### src/rtl/instr_fetch_unit_if.sv
// Instruction-memory fetch bus between the fetch unit (master) and memory (slave).
interface instr_fetch_unit_if;
  logic [15:0] imem_addr;
  logic        imem_req;
  logic [15:0] imem_rdata;
  logic        imem_ack;

  modport master (output imem_addr, output imem_req, input imem_rdata, input imem_ack);
  modport slave  (input imem_addr, input imem_req, output imem_rdata, output imem_ack);
endinterface

### src/rtl/instr_fetch_unit.sv
// PC register with branch/jump load plus a two-state instruction fetch FSM.
// Fetch latency is 2 cycles minimum; memory stalls up to 16 WAIT cycles before the fetch is abandoned.
module instr_fetch_unit (
  input  logic                      clk,
  input  logic                      rst,
  input  logic [1:0]                PCSrc,
  input  logic                      PCWrite,
  input  logic                      PCBEqCond,
  input  logic                      PCBNqCond,
  input  logic                      IRWrite,
  input  logic                      zero,
  input  logic [15:0]               alu_result,
  input  logic [15:0]               alu_out,
  instr_fetch_unit_if.master        mem,
  output logic [15:0]               pc,
  output logic [15:0]               ir,
  output logic [3:0]                opcode,
  output logic [3:0]                func_field,
  output logic                      ir_valid,
  output logic                      fetch_busy,
  output logic                      fetch_err
);

  typedef enum logic {IDLE, WAIT} state_t;

  state_t      state;
  logic [3:0]  tmo_cnt;
  logic        busy_q;
  logic [15:0] addr_q;
  logic        pc_load;
  logic [15:0] pc_next;

  always_comb begin
    pc_load = PCWrite | (PCBEqCond & zero) | (PCBNqCond & ~zero);
    pc_next = pc;
    if (pc_load) begin
      case (PCSrc)
        2'b00:   pc_next = alu_result;
        2'b01:   pc_next = {pc[15:12], ir[11:0]};
        2'b10:   pc_next = alu_out;
        default: pc_next = pc;
      endcase
    end
  end

  always_ff @(posedge clk) begin
    if (rst) begin
      pc        <= 16'h0000;
      addr_q    <= 16'h0000;
      ir        <= 16'h0000;
      ir_valid  <= 1'b0;
      busy_q    <= 1'b0;
      fetch_err <= 1'b0;
      tmo_cnt   <= 4'h0;
      state     <= IDLE;
    end else begin
      pc <= pc_next;
      case (state)
        IDLE: begin
          // Address comes from the pre-update pc; a same-cycle pc load lands afterwards.
          if (IRWrite) begin
            addr_q   <= pc;
            state    <= WAIT;
            busy_q   <= 1'b1;
            ir_valid <= 1'b0;
            tmo_cnt  <= 4'h0;
          end
        end
        WAIT: begin
          if (mem.imem_ack) begin
            ir       <= mem.imem_rdata;
            ir_valid <= 1'b1;
            state    <= IDLE;
            busy_q   <= 1'b0;
          end else if (tmo_cnt == 4'hF) begin
            state     <= IDLE;
            busy_q    <= 1'b0;
            fetch_err <= 1'b1;
          end else begin
            tmo_cnt <= tmo_cnt + 4'd1;
          end
        end
        default: begin
          state  <= IDLE;
          busy_q <= 1'b0;
        end
      endcase
    end
  end

  assign mem.imem_addr = addr_q;
  assign mem.imem_req  = busy_q;
  assign fetch_busy    = busy_q;
  assign opcode        = ir[15:12];
  assign func_field    = ir[3:0];

endmodule

### src/flat_wrapper.sv
// flat-port wrapper written by rule: the top's interface ports become plain ports
module instr_fetch_unit_flat 
  (clk, rst, PCSrc, PCWrite, PCBEqCond, PCBNqCond, IRWrite, zero, alu_result, alu_out, pc, ir, opcode, func_field, ir_valid, fetch_busy, fetch_err, mem_imem_addr, mem_imem_req, mem_imem_rdata, mem_imem_ack);
  instr_fetch_unit_if mem_i ();
  input  logic clk;
  input  logic rst;
  input  logic [1:0] PCSrc;
  input  logic PCWrite;
  input  logic PCBEqCond;
  input  logic PCBNqCond;
  input  logic IRWrite;
  input  logic zero;
  input  logic [15:0] alu_result;
  input  logic [15:0] alu_out;
  output logic [15:0] pc;
  output logic [15:0] ir;
  output logic [3:0] opcode;
  output logic [3:0] func_field;
  output logic ir_valid;
  output logic fetch_busy;
  output logic fetch_err;
  output wire logic [$bits(mem_i.imem_addr)-1:0] mem_imem_addr;
  output wire logic [$bits(mem_i.imem_req)-1:0] mem_imem_req;
  input wire logic [$bits(mem_i.imem_rdata)-1:0] mem_imem_rdata;
  input wire logic [$bits(mem_i.imem_ack)-1:0] mem_imem_ack;
  assign mem_imem_addr = mem_i.imem_addr;
  assign mem_imem_req = mem_i.imem_req;
  assign mem_i.imem_rdata = mem_imem_rdata;
  assign mem_i.imem_ack = mem_imem_ack;
  instr_fetch_unit u_core (.clk(clk), .rst(rst), .PCSrc(PCSrc), .PCWrite(PCWrite), .PCBEqCond(PCBEqCond), .PCBNqCond(PCBNqCond), .IRWrite(IRWrite), .zero(zero), .alu_result(alu_result), .alu_out(alu_out), .mem(mem_i), .pc(pc), .ir(ir), .opcode(opcode), .func_field(func_field), .ir_valid(ir_valid), .fetch_busy(fetch_busy), .fetch_err(fetch_err));
endmodule
### config.mk
export PLATFORM = sky130hd
export DESIGN_NAME = instr_fetch_unit_flat
export DESIGN_NICKNAME = d
export VERILOG_FILES = /design/src/rtl/instr_fetch_unit_if.sv /design/src/rtl/instr_fetch_unit.sv /design/src/flat_wrapper.sv
export SDC_FILE = /design/constraint.sdc
export NUM_CORES = 1
export LEC_CHECK = 0
export ABC_AREA = 1
export ABC_CLOCK_PERIOD_IN_PS = 1100
export BUFFER_PORTS_ARGS = -buffer_cell sky130_fd_sc_hd__buf_2
export CAP_MARGIN = 10
export CORE_MARGIN = 4
export CORE_UTILIZATION = 40
export CTS_BUF_LIST = sky130_fd_sc_hd__clkbuf_8
export DETAILED_ROUTE_END_ITERATION = 16
export GPL_TIMING_DRIVEN = 0
export HOLD_SLACK_MARGIN = 0.02
export MAX_ROUTING_LAYER = met4
export PLACE_DENSITY = 0.82
export SKIP_CTS_REPAIR_TIMING = 1
export SYNTH_ARGS = -nofsm -noshare
export SYNTH_HDL_FRONTEND = slang
export SYNTH_SLANG_ARGS = --single-unit
### constraint.sdc
create_clock -name clk -period 1.1 [get_ports clk]
set_input_delay 0 -clock clk [delete_from_list [all_inputs] [get_ports clk]]
set_output_delay 0 -clock clk [all_outputs]
set_load 0.01 [all_outputs]
==> results by group, run 1 <==
Run status
  – Status: finished, violations left
  – Failing checks: negative setup slack

Placed design
  – DP Cell Count: 571
  – Dpl hpwl: 5970 um
  – Placement Setup Slack: -281 ps
  – RD Place Congestion: 0.844
  – IO Port Bufs: 117

Layout
  – Final core occ: 60.3%
  – Cell Count, Final, Fillers Out: 603
  – N_diodes: 0
  – Nets: 588
  – Footprint of the multi-input gates: 1280 um^2
  – FF+latch area: 1130 um^2
  – Layout cell share with drive strength beyond 1: 35.9%
  – Fill cells: 559
  – Area grow syn2layout: 46.4%

Global routing
  – Initial antenna violation count: 0
  – First-pass GRT wire length: 11,500 um
  – Vias in the first global route: 2,497
  – Total grt overflow: 0
  – Total track usage: 19.5%
  – Largest net degree at the start of global routing: 18

Logic synthesis
  – Async SR Flop Fraction: 0%
  – Synthesis Warnings: 0
  – Synth area leader: dfxtp_1
  – Synth unique cells: 23
  – Top FF cell, synth: dfxtp_1
  – Number of synthesized flops with an enable pin: 0
  – Post-synthesis sequential area ratio: 42.9%
  – Cell count after synthesis: 377
  – Syn_nets: 440
  – Synth top area cells: dfxtp_1 43%, nand2_1 13%, nor2_1 11%, o21ai_0 6.3%, nand3_1 5.2%
  – Syn Area/Cell: 6.93 um^2
  – FF+latch count, synth: 56
  – Post-Syn Area: 2610 um^2
  – Synth top area share: 42.9%

Power
  – P_leak: 2.00 nW
  – Switch share: 30.1%
  – Logic pwr share: 25.0%
  – P per Cell Area: 1280 nW/um^2
  – Clock power share: 28.1%
  – Internal: 3.42 mW
  – P_sw: 1.47 mW
  – VDD IR max: 0.864 mV
  – Reg power frac: 46.9%
  – Tot Pwr: 4.89 mW

Setup path
  – Worst path cell trace: ha_4 -> nand3_2 -> nand3_4 -> buf_4 -> nand2_1 -> inv_1 -> nor2_1
  – Critical path's slowest cell: dfxtp_4
  – Worst Path Required: 1350 ps
  – Crit path launch type: flip-flop
  – Crit-path max cell delay: 380 ps
  – Critical path data arrival time: 1420 ps
  – CP max FO: 4
  – WS Path Type: flip-flop to flip-flop
  – Crit end category: flip-flop

Clock tree
  – Htree depth: 2
  – CTS root buffer: clkbuf_8
  – Clock Latency Late Sink: 320 ps
  – CTS tree: yes
  – CTS buffer count: 5
  – Clock Sinks: 56
  – Clk slew on worst S/H paths: 100 ps
  – Clock Path Buffers: 2

Route
  – Vias: 2,967
  – DR vias/cell: 4.92
  – DR pass1 iterations: 5
  – Final wirelength: 8570 um
  – Final ANT Viol Nets: 0
  – First DRT Iteration DRCs: 134
  – # DRC: 0
  – Post-DR wirelength/cell: 14.2 um

Die
  – Die area: 7890 um^2
  – # rows: 29
  – # IOs: 118
  – Die Y: 88.8 um
  – Die X: 88.8 um
  – Core area: 6350 um^2
  – Initial Util: 41.2%

Min path
  – Hold Crit Class: input port to flip-flop

Timing
  – Achievable frequency: 856 MHz
  – Final Critical Period: 1170 ps
  – RSZ-0062 raised after global routing: true
  – Final setup TNS: -143 ps
  – Tcrit/Tclk final: 106%
  – Layout Skew: 8.73 ps
  – Fin. Hold Viols: 0
  – Post-route setup slack: -68.2 ps
  – Slew Viols, Final: 0
  – Max-Slew Margin vs Limit: 67.5%
  – Final setup fails: 6
  – Worst-margin pin slew: 487 ps

Job
  – Max-cap violations: 0
[critical path: cells and delay by family (launching register included)]
family                     cells  cell delay (ps)
and+or+nand+nor                4              360
buffers and inverters          2              190
DFF                            1              380
adders and majority gates      1              180
[layout by cell type, fill, tap and decap left out, types with 4 or more instances in the layout]
| cell | Yosys | layout |
|---|---|---|
| nand2_1 | 89 | 86 |
| nor2_1 | 80 | 80 |
| dlygate4sd3_1 | 0 | 17 |
| dfxtp_1 | 56 | 53 |
| buf_4 | 13 | 17 |
| nand3_1 | 27 | 24 |
| o21ai_1 | 0 | 15 |
| clkbuf_8 | 0 | 5 |
| buf_2 | 1 | 118 |
| inv_1 | 32 | 32 |
| buf_6 | 6 | 6 |
| clkbuf_1 | 5 | 4 |
| a21oi_2 | 0 | 10 |
| o21ai_0 | 33 | 15 |
| a21oi_1 | 15 | 5 |
[layout make-up]
type                            count  area share [%]
Multi-Input combinational cell    260            33.5
Sequential cell                    56            29.5
Timing Repair Buffer              142            22.2
Buffer                             24            5.36
Inverter                           36            3.92
Tap cell                           77            2.52
Clock buffer                        5            1.80
Clock inverter                      3            1.11
[power by group through the flow]
stage | clock network, mW | logic [mW] | registers [mW]
final | 1.37 | 1.22 | 2.30
after global routing | 1.45 | 1.36 | 2.31
after CTS | 1.37 | 1.02 | 2.29
after detailed placement | 0 | 1.02 | 2.33
after global placement | 0 | 0.996 | 2.33
after floorplan | 0 | 0.551 | 2.39
[per-stage QoR]
step                hold WS (ps)  cell area (um^2)
floorplan                   69.1              2610
global placement             243              3300
detailed placement           244              3300
CTS                        -93.0              3410
global route                40.9              3830
finish                      9.65              3830
[Yosys cell counts (2+ instances only)]
| cell | instances |
|---|---|
| a21oi_1 | 15 |
| buf_4 | 13 |
| buf_6 | 6 |
| clkbuf_1 | 5 |
| dfxtp_1 | 56 |
| ha_1 | 5 |
| inv_1 | 32 |
| inv_2 | 2 |
| inv_4 | 2 |
| nand2_1 | 89 |
| nand3_1 | 27 |
| nand4_1 | 2 |
| nor2_1 | 80 |
| nor3_1 | 2 |
| o21ai_0 | 33 |
[flip-flops by register name (all words and copies together), names as in the netlist]
name,cells
u_core.fetch_busy,1
u_core.fetch_err,1
u_core.ir,16
u_core.ir_valid,1
u_core.mem.imem_addr,16
u_core.pc,16
u_core.state,1
u_core.tmo_cnt,4
[cell families after synthesis]
group,share of synthesized area (%)
flops,42.9
simple gates,32.9
compound gates,9.19
fa+ha+maj,2.39
buf+inv,12.6
[routing by layer]
layer	GRT usage, %	part of all wire (%)	vias up
met1	23.4	40	1363
met3	4.28	7.8	16
li1	-	-	1462
met4	4.67	1.9	0
met2	33.3	50	126
met5	-	0	-
[worst paths after layout]
kind,startpoint,endpoint,slack [ps],depth (start not counted)
min,alu_out[5],u_core.pc[5]$_SDFFE_PP0P_,10,5
min reg2reg,u_core.ir_valid$_SDFFE_PP0P_,u_core.ir_valid$_SDFFE_PP0P_,470,2
max reg2reg,u_core.tmo_cnt[1]$_SDFFE_PP0P_,u_core.tmo_cnt[0]$_SDFFE_PP0P_,-70,7
max,u_core.tmo_cnt[1]$_SDFFE_PP0P_,u_core.tmo_cnt[0]$_SDFFE_PP0P_,-70,7
No activity file was read; power rests on OpenSTA's default activity.
==> run 2, diff against run 1 <==
--- a/config.mk
+++ b/config.mk
@@ -16,8 +16,7 @@
 export GPL_TIMING_DRIVEN = 0
 export HOLD_SLACK_MARGIN = 0.02
 export MAX_ROUTING_LAYER = met4
-export PLACE_DENSITY = 0.82
-export SKIP_CTS_REPAIR_TIMING = 1
+export PLACE_DENSITY = 0.72
 export SYNTH_ARGS = -nofsm -noshare
 export SYNTH_HDL_FRONTEND = slang
 export SYNTH_SLANG_ARGS = --single-unit
==> run 2 against run 1 <==
Effect of this change: the run still ends with negative setup slack left; global-route usage increased by 1.1 points; sequential cell count unchanged; non-clock buffer count increased by 4; hold slack improved by 10 ps; critical path type unchanged; critical endpoint is now u_core.mem.imem_addr[9]$_SDFFE_PP0P_; largest power group unchanged; highest routed layer unchanged.
==> results by group, run 2 (synthesis results as in run 1) <==
Run status
  – Status: finished, violations left
  – Failing checks: negative setup slack

Die
  – # IOs: 118
  – Initial Util: 41.2%
  – Die X: 88.8 um
  – Die Y: 88.8 um
  – Core area: 6350 um^2
  – Die area: 7890 um^2
  – # rows: 29

Global routing
  – Largest net degree at the start of global routing: 19
  – Vias in the first global route: 2,673
  – Initial antenna violation count: 0
  – First-pass GRT wire length: 12,400 um
  – Total grt overflow: 0
  – Total track usage: 20.7%

Clock tree
  – Htree depth: 2
  – Clock Path Buffers: 2
  – CTS tree: yes
  – Clock Sinks: 56
  – CTS buffer count: 5
  – Clk slew on worst S/H paths: 110 ps
  – CTS root buffer: clkbuf_8
  – Clock Latency Late Sink: 320 ps

Layout
  – N_diodes: 0
  – Most frequent cells in the layout: 118 x buf_2, 87 x nand2_1, 80 x nor2_1
  – Layout cell share with drive strength beyond 1: 35.3%
  – Area grow syn2layout: 46.2%
  – Fill cells: 574
  – Commonest non-fill, non-tap cell in the layout: buf_2
  – Cell area after layout: 3820 um^2
  – Nets: 592

Timing
  – Post-route setup slack: -39.0 ps
  – Max-Slew Margin vs Limit: 68.0%
  – Slew Viols, Final: 0
  – Final Critical Period: 1140 ps
  – Fin. Hold Viols: 0
  – RSZ-0062 raised after global routing: true
  – Final setup fails: 11
  – Worst-margin pin slew: 480 ps
  – Achievable frequency: 878 MHz
  – Layout Skew: 12.5 ps
  – Tcrit/Tclk final: 104%

Setup path
  – Critical path's top delay family: buffers and inverters
  – Worst Setup SP: u_core.state$_SDFF_PP0_
  – WS Path Type: flip-flop to flip-flop
  – Worst path cell trace: buf_8 -> inv_6 -> nand2_8 -> inv_6 -> buf_12 -> buf_12 -> a21oi_1
  – CP max FO: 6
  – Crit end category: flip-flop
  – R2R setup slack: -40 ps
  – Worst Path Required: 1350 ps
  – Critical path data arrival time: 1390 ps
  – Critical path's slowest cell: dfxtp_2
  – Crit-path max cell delay: 350 ps
  – Crit path launch type: flip-flop
  – CP Buf/Inv Count: 5
  – Worst R2R Start: u_core.state$_SDFF_PP0_

Placed design
  – RD Place Congestion: 0.858
  – Cell Area, Placed: 3300 um^2
  – Dpl hpwl: 5810 um
  – Placement Setup Slack: -252 ps
  – IO Port Bufs: 117

Route
  – DR vias/cell: 4.74
  – Post-DR wirelength/cell: 13.4 um
  – First DRT Iteration DRCs: 119
  – Vias: 2,879
  – Final ANT Viol Nets: 0
  – Final wirelength: 8140 um
  – DR pass1 iterations: 4
  – # DRC: 0

Power
  – Tot Pwr: 4.68 mW
  – VDD IR max: 0.735 mV
  – P_leak: 2.00 nW
  – P per Cell Area: 1230 nW/um^2

Job
  – Max-cap violations: 0

Min path
  – Worst Hold Launch: alu_out[4]
  – Hold Crit Class: input port to flip-flop
==> run 2: cell count changes in the layout (fill, tap and decap cells not counted), sizes merged <==
cell	previous run	this run
clkinvlp	0	1
clkinv	0	1
bufinv	1	0
buf	143	144
inv	38	37
dlygate4sd3	17	20
==> run 2: worst register-to-register path: cells and delay by family (launching register included) <==
| kind | cells | cell delay (ps) |
|---|---|---|
| flip-flops | 1 | 350 |
| buffers and inverters | 5 | 490 |
| AO/OA/AOI/OAI | 1 | 150 |
| AND/OR/NAND/NOR | 1 | 80 |
==> run 2: area by class of cell <==
class	instances	area, um^2	share of cell area (%)
well taps	77	96.3	2.52
flip-flops and latches	56	1130	29.5
clock buffers	5	68.8	1.80
inverters	36	148	3.86
multi-input cells	260	1260	32.9
plain buffers	24	214	5.60
clock inverters	3	21.3	0.557
repair buffers	146	888	23.2
==> run 2: timing repair <==
item                                   CTS  global route
setup endpoints to repair               27            38
hold buffers                            20             0
pin swaps                                0            10
resized for setup                       16            44
endpoints found under the hold margin   23             0
setup buffers                            3             4
gates cloned                             0             2
==> run 2: path summary, 6_finish.rpt <==
check,to,depth (start not counted)
worst max register to register,u_core.mem.imem_addr[9]$_SDFFE_PP0P_,7
worst max-delay path,u_core.mem.imem_addr[9]$_SDFFE_PP0P_,7
worst min-delay path,u_core.pc[4]$_SDFFE_PP0P_,5
worst min register to register,u_core.ir_valid$_SDFFE_PP0P_,2
==> run 2: report_power, final <==
part,switching [mW],internal [mW],total [mW]
clock,0.719,0.454,1.17
combinational,0.650,0.569,1.22
sequential,0.105,2.19,2.29
==> run 2: metal layers <==
layer | wire length (um) | global-route usage, % | vias to the layer above | share of wire (%)
met1 | 3480 | 25.9 | 1294 | 43
met5 | 0 | - | - | 0
met3 | 593 | 3.54 | 12 | 7.3
met4 | 154 | 5.63 | 0 | 1.9
li1 | - | - | 1470 | -
met2 | 3920 | 34.3 | 103 | 48
==> run 2: per-stage QoR <==
step / hold slack (ps) / TNS [ps] / util [%] / cells
4_1_cts: 22.3 / -81.6 / 57.6 / 602
2_1_floorplan: 69.1 / 0 / - / 377
5_1_grt: 37.0 / -975 / 60.2 / 607
3_3_place_gp: 237 / -3930 / 51.9 / 571
3_5_place_dp: 237 / -4990 / 51.9 / 571
6_report: 19.7 / -168 / 60.2 / 607
